### src/rtl/halfword_reg_loader_pkg.sv
// Shared widths and FSM encoding for the register-bank write-side loader.
package halfword_reg_loader_pkg;
  localparam int HALF_W = 16;
  localparam int WORD_W = 32;
  localparam int ADDR_W = 4;

  typedef enum logic [1:0] {
    IDLE    = 2'd0,
    LO_HELD = 2'd1,
    COMMIT  = 2'd2
  } state_e;

  typedef struct packed {
    logic [WORD_W-1:0] data;
    logic [ADDR_W-1:0] addr;
  } wr_req_t;
endpackage

### src/rtl/halfword_reg_loader_if.sv
// Halfword input bus and register-bank write port of the loader.
interface halfword_reg_loader_if;
  import halfword_reg_loader_pkg::*;

  logic [HALF_W-1:0] in;
  logic [ADDR_W-1:0] destination;
  logic              strobe;
  logic              abort;
  logic [WORD_W-1:0] wr_data;
  logic [ADDR_W-1:0] wr_addr;
  logic              write;
  logic              busy;
  logic              loaded;
  logic [HALF_W-1:0] echo;

  modport master (
    output in, destination, strobe, abort,
    input  wr_data, wr_addr, write, busy, loaded, echo
  );

  modport slave (
    input  in, destination, strobe, abort,
    output wr_data, wr_addr, write, busy, loaded, echo
  );
endinterface

### src/rtl/halfword_reg_loader_strobe_sync.sv
// Two-flop synchronizer plus rising-edge detector for an asynchronous strobe.
module strobe_sync (
  input  logic clk,
  input  logic reset,
  input  logic strobe,
  output logic cap
);
  // [0],[1] synchronize; [2] is the previous synchronized value
  logic [2:0] vld_pipe;

  always_ff @(posedge clk) begin
    if (reset) vld_pipe <= '0;
    else       vld_pipe <= {vld_pipe[1:0], strobe};
  end

  assign cap = vld_pipe[1] & ~vld_pipe[2];
endmodule

### src/rtl/halfword_reg_loader.sv
// Assembles a 32-bit word from two strobed halfwords and issues one bank write.
// Optional feature macro: STROBE_SYNC_EN (synchronize + edge-detect strobe).
module halfword_reg_loader
  import halfword_reg_loader_pkg::*;
(
  input  logic                   clk,
  input  logic                   reset,
  halfword_reg_loader_if.slave   bus
);
  logic cap;

`ifdef STROBE_SYNC_EN
  strobe_sync u_strobe_sync (
    .clk    (clk),
    .reset  (reset),
    .strobe (bus.strobe),
    .cap    (cap)
  );
`else
  assign cap = bus.strobe;
`endif

  state_e            state;
  logic [HALF_W-1:0] lo_q;
  logic [ADDR_W-1:0] dest_q;
  wr_req_t           wr_q;
  logic              write_q, busy_q, loaded_q;
  logic [HALF_W-1:0] echo_q;

  // The high half lands straight in the write register, so it holds after the pulse.
  always_ff @(posedge clk) begin
    if (reset) begin
      state    <= IDLE;
      lo_q     <= '0;
      dest_q   <= '0;
      wr_q     <= '0;
      write_q  <= 1'b0;
      busy_q   <= 1'b0;
      loaded_q <= 1'b0;
      echo_q   <= '0;
    end else begin
      write_q <= 1'b0;
      case (state)
        IDLE: if (cap) begin
          lo_q     <= bus.in;
          dest_q   <= bus.destination;
          echo_q   <= bus.in;
          loaded_q <= 1'b0;
          busy_q   <= 1'b1;
          state    <= LO_HELD;
        end
        LO_HELD: if (bus.abort) begin
          busy_q <= 1'b0;
          state  <= IDLE;
        end else if (cap) begin
          echo_q       <= bus.in;
          wr_q.data    <= {bus.in, lo_q};
          wr_q.addr    <= dest_q;
          write_q      <= 1'b1;
          busy_q       <= 1'b0;
          state        <= COMMIT;
        end
        COMMIT: begin
          loaded_q <= 1'b1;
          state    <= IDLE;
        end
        default: begin
          busy_q <= 1'b0;
          state  <= IDLE;
        end
      endcase
    end
  end

  assign bus.wr_data = wr_q.data;
  assign bus.wr_addr = wr_q.addr;
  assign bus.write   = write_q;
  assign bus.busy    = busy_q;
  assign bus.loaded  = loaded_q;
  assign bus.echo    = echo_q;
endmodule

### src/flat_wrapper.sv
// flat-port wrapper written by rule: the top's interface ports become plain ports
module halfword_reg_loader_flat import halfword_reg_loader_pkg::*;
  (clk, reset, bus_in, bus_destination, bus_strobe, bus_abort, bus_wr_data, bus_wr_addr, bus_write, bus_busy, bus_loaded, bus_echo);
  halfword_reg_loader_if bus_i ();
  input  logic clk;
  input  logic reset;
  input wire logic [$bits(bus_i.in)-1:0] bus_in;
  input wire logic [$bits(bus_i.destination)-1:0] bus_destination;
  input wire logic [$bits(bus_i.strobe)-1:0] bus_strobe;
  input wire logic [$bits(bus_i.abort)-1:0] bus_abort;
  output wire logic [$bits(bus_i.wr_data)-1:0] bus_wr_data;
  output wire logic [$bits(bus_i.wr_addr)-1:0] bus_wr_addr;
  output wire logic [$bits(bus_i.write)-1:0] bus_write;
  output wire logic [$bits(bus_i.busy)-1:0] bus_busy;
  output wire logic [$bits(bus_i.loaded)-1:0] bus_loaded;
  output wire logic [$bits(bus_i.echo)-1:0] bus_echo;
  assign bus_i.in = bus_in;
  assign bus_i.destination = bus_destination;
  assign bus_i.strobe = bus_strobe;
  assign bus_i.abort = bus_abort;
  assign bus_wr_data = bus_i.wr_data;
  assign bus_wr_addr = bus_i.wr_addr;
  assign bus_write = bus_i.write;
  assign bus_busy = bus_i.busy;
  assign bus_loaded = bus_i.loaded;
  assign bus_echo = bus_i.echo;
  halfword_reg_loader u_core (.clk(clk), .reset(reset), .bus(bus_i));
endmodule
### config.mk
export PLATFORM = sky130hd
export DESIGN_NAME = halfword_reg_loader_flat
export DESIGN_NICKNAME = d
export VERILOG_FILES = /design/src/rtl/halfword_reg_loader_pkg.sv /design/src/rtl/halfword_reg_loader_if.sv /design/src/rtl/halfword_reg_loader_strobe_sync.sv /design/src/rtl/halfword_reg_loader.sv /design/src/flat_wrapper.sv
export SDC_FILE = /design/constraint.sdc
export NUM_CORES = 1
export LEC_CHECK = 0
export BUFFER_PORTS_ARGS = -buffer_cell sky130_fd_sc_hd__buf_2
export CORE_MARGIN = 5
export CORE_UTILIZATION = 46
export CTS_CLUSTER_DIAMETER = 30
export DETAILED_ROUTE_END_ITERATION = 7
export GPL_ROUTABILITY_DRIVEN = 0
export HOLD_SLACK_MARGIN = 0.15
export PLACE_DENSITY = 0.71
export SLEW_MARGIN = 20
export SYNTH_ARGS = -nofsm -noshare
export SYNTH_HDL_FRONTEND = slang
export SYNTH_SLANG_ARGS = --single-unit
### constraint.sdc
create_clock -name clk -period 1.6 [get_ports clk]
set_input_delay 0.16 -clock clk [delete_from_list [all_inputs] [get_ports clk]]
set_output_delay 0.16 -clock clk [all_outputs]
set_load 0.01 [all_outputs]
Word level (Yosys, flattened, before mapping)
Index checks and enable logic that the tools add are counted.

Reduce and logical (&&, ||, !) cells: 10. Bitwise logic cells: 3. Eq/ne operators: 5. Multiplexer cells: 13.

Operators with widths (number): 16-bit 2-to-1 mux (2); 16-bit case mux with 2 select lines (1); 2-bit AND reduction (4); 2-bit 2-to-1 mux (3); 3-bit AND reduction (2); 1-bit 2-to-1 mux (4); 2-bit inequality test (second input constant) (2); 2-bit case mux with 2 select lines (1); 2-bit nonzero test (2); 3-bit inequality test (second input constant) (1); 1-bit inverter (3); 1-bit case mux with 3 select lines (1); 3-bit OR reduction (1); 2-bit by 1-bit equality test with 1-bit output (second input constant) (1); 2-bit equality test (second input constant) (1); 2-bit zero test (1); 1-bit case mux with 2 select lines (1).

Word-level logic and storage cells: 40. Bits in registers: 77. Input port bits: 24. Output and inout port bits: 55.

Depth between registers and ports, before layout
Word-level depth: 3. Mapped depth: 5. Depth with buffers taken out: 3.

Least setup slack after synthesis
No wires, ideal clock.

Kind: register -> register. Start point: register u_core.state[1]. End point: register u_core.dest_q[3]. Clock period less this slack: 1149 ps. Arrival time: 1022 ps. Cell stages (with the launch flop): 5. Setup slack: 451 ps. Library setup time: 128 ps. Data required time: 1472 ps. Buffers on the path: 1. Path through: dfxtp_1 > nor3b_4 > buf_6 > mux2i_1 > nor2_1.

Cells in the longest elaborated chain, start to end: 2.

RTL lines: start: declaration (line halfword_reg_loader.sv:23) `state_e state;`; start signal: assignment (line halfword_reg_loader.sv:33) `state <= IDLE;`; start signal: assignment (line halfword_reg_loader.sv:50) `state <= LO_HELD;`; start signal: assignment (line halfword_reg_loader.sv:54) `state <= IDLE;`; 2-bit zero test (line halfword_reg_loader.sv:43) `case (state)`; 2-bit AND reduction (no source line); end signal: assignment (line halfword_reg_loader.sv:46) `dest_q <= bus.destination;`; end: declaration (line halfword_reg_loader.sv:25) `logic [ADDR_W-1:0] dest_q;`.

Every way passes these cells. A chain may end at the register's enable or synchronous reset.

Worst setup path in the final report
Start point: register u_core.state[0]. End point: register u_core.wr_q, in the netlist u_core.bus.wr_data[8].

Cells in the longest elaborated chain, start to end: 2.

RTL lines: 2-bit by 1-bit equality test with 1-bit output (line halfword_reg_loader.sv:43); 3-bit AND reduction (no source line); end: declaration (line halfword_reg_loader.sv:26) `wr_req_t wr_q;`.

Every way passes these cells.

==> results.cfg <==
[critical_path]
cp.arrival_ns = 1.56
crit-reg2reg-launch = u_core.state[0]
worstSetupStartpoint = u_core.state[0]
crit_type = reg2reg
critPathLaunchType = register
worstSetupEndpointType = register
required_ns = 1.80
path_max_fanout = 31
r2r_slack_ns = 0.24

[grt]
grtUsageTotal = 0.1711
grt_max_degree = 94
grt_pass1_vias = 2144
grt_pass1_wl_um = 10360
overflow = 0
antenna_found_initial = 0

[power]
p_int_uw = 3099
powerDensity_nw_per_um2 = 1070
peakVddDrop_mv = 0.5965
p_sw_uw = 898.2
totalPowerFinal_uw = 3997
seqPwrFrac = 0.509
leakagePower_uw = 0.001665
p_clk_frac = 0.392
swShare = 0.2247
combPwrFrac = 0.099

[layout]
areaGrowthSynthToFinish_pct = 29.21
n_fill_cell = 543
multiInputGateArea_um2 = 1206
nNetsFinal = 429
drive_gt1_frac = 0.2469
ff_latch_area_um2 = 1541
antenna_cells = 0

[sta]
hold_viol_final = 0
worstMarginPinSlew_ns = 0.3603
maxSlewViolCount = 0
finalClockSkew_ns = 0.005727
fmax_mhz = 737.0
rsz0062_at_grt = no
period_share = 0.8481
fin_ws_ns = 0.2431
max_slew_margin = 0.7598
period_minus_slack_ns = 1.357
tns_ns = 0
setup_viol = 0

[outcome]
outcome = finished, final reports clean

[yosys]
synth_cell_types = 18
yosysTopAreaCellShare = 0.5331
synth_edf_count = 0
syn_avg_cell_area_um2 = 9.298
async_flop_share = 0
synth_top_area_cell = dfxtp_1
yosysWarnings = 0
yosysSeqAreaShare = 0.5331
ys.flop_type = dfxtp_1
synth.area.top_cells = dfxtp_1 (53%), mux2i_1 (12%), nand2_1 (9.5%)
netlist_instances = 311
synth_fp_nets = 335
syn_area_um2 = 2892
synth_seq_cells = 77

[floorplan]
die_h_um = 89.29
rows = 28
start_util = 0.4799
core_um2 = 6026
io_pins = 79
dieWidth_um = 89.29
die_area_um2 = 7972

[drt]
drt_first_pass_iters = 4
ant_nets = 0
wl_per_cell_um = 13.81
drt-initial-drc-count = 129
drc = 0
num_vias = 2317
finalWirelength_um = 6684
vias_per_cell = 4.787

[cts]
clk_pin_slew_ns = 0.07
clock-root-buffer = clkbuf_8
cts_tree = built
insertion_delay_ns = 0.33
numCtsBuffers = 9
h-tree-depth = 3
cts_sinks = 77
cts_buffer_depth = 2

[place]
hpwl_um = 4269
pre_cts_ws_ns = 0.2554
io_buffers = 78

[worst_hold_path]
hold_path.class = in2reg
min_from = bus_abort

[run]
maxCapViolations = 0
[metrics by stage]
step                      cells  instance area [um^2]  hold slack (ns)    util
final                       484                  3736           0.1840  0.6200
after CTS                   484                  3736           0.1646  0.6200
after global routing        484                  3736           0.1868  0.6200
after floorplan             311                  2892           0.2960       -
after global placement      449                  3322           0.3965  0.5513
after detailed placement    449                  3322           0.4033  0.5513
[logic make-up (layout without fill, tap and decap cells)]
| kind of cell | count (synthesis) | after routing | synth area share |
|---|---|---|---|
| AOI/OAI and AO/OA | 40 | 40 | 0.07097 |
| buffers and inverters | 22 | 120 | 0.05149 |
| DFF | 77 | 77 | 0.5331 |
| muxes | 36 | 36 | 0.1246 |
| and+or+nand+nor | 136 | 136 | 0.2198 |
[cell usage in the layout, fill, tap and decap left out, types with 2 or more instances in the layout]
cell            n
buf_2          78
dfxtp_1        77
nand2_1        73
a21oi_1        38
mux2i_1        36
nand2b_1       33
nor2_1         24
dlygate4sd3_1  20
clkbuf_8       10
buf_4           4
buf_12          3
bufinv_16       2
[metal layers]
| metal | GRT usage | up-vias | share of wire |
|---|---|---|---|
| met5 | 0 | - | 0 |
| met4 | 0.07307 | 0 | 0.0043 |
| met3 | 0.04793 | 2 | 0.066 |
| met2 | 0.2652 | 52 | 0.47 |
| met1 | 0.2236 | 1067 | 0.46 |
| li1 | - | 1196 | - |
[registers in the layout, indices dropped and copies added (netlist names)]
signal,count
u_core.bus.busy,1
u_core.bus.echo,16
u_core.bus.loaded,1
u_core.bus.wr_addr,4
u_core.bus.wr_data,32
u_core.bus.write,1
u_core.dest_q,4
u_core.lo_q,16
u_core.state,2
[final cells by class]
cell class / instances / area share
clock inverter: 4 / 0.01942
timing repair buffer: 105 / 0.1822
multi-input combinational: 212 / 0.3228
tap: 75 / 0.02512
sequential: 77 / 0.4126
clock buffer: 11 / 0.03784
[repair_timing]
item	4_1_cts	5_1_grt
resized for setup	0	0
hold buffers	20	0
hold endpoints to repair	51	0
setup buffers	0	0
[Yosys cell counts, types with 2 or more instances]
library cell / instances
buf_2: 2
buf_6: 6
dfxtp_1: 77
clkbuf_1: 9
a21oi_1: 38
nor2_1: 24
mux2i_1: 36
nand2_1: 73
buf_4: 5
nand2b_1: 33
[power by group through the flow]
stage / clock network, uW / registers, uW / logic, uW
after global routing: 1690 / 2040 / 436
after floorplan: 0 / 2090 / 216
final: 1570 / 2040 / 396
after global placement: 0 / 2080 / 355
after detailed placement: 0 / 2080 / 361
after CTS: 1610 / 2030 / 400
[worst max-delay path: stages (launching register included)]
cell,delay [ns]
dfxtp_1,0.50
nand4bb_2,0.31
buf_12,0.27
nand2_1,0.09
a21oi_1,0.06
[worst paths after layout]
kind | end | cells past startpoint
worst min-delay path | u_core.state[0] | 3
worst max-delay path | u_core.bus.wr_data[8] | 4
worst max register to register | u_core.bus.wr_data[8] | 4
worst min register to register | u_core.bus.wr_data[24] | 2
(Power assumes the default switching activity.)
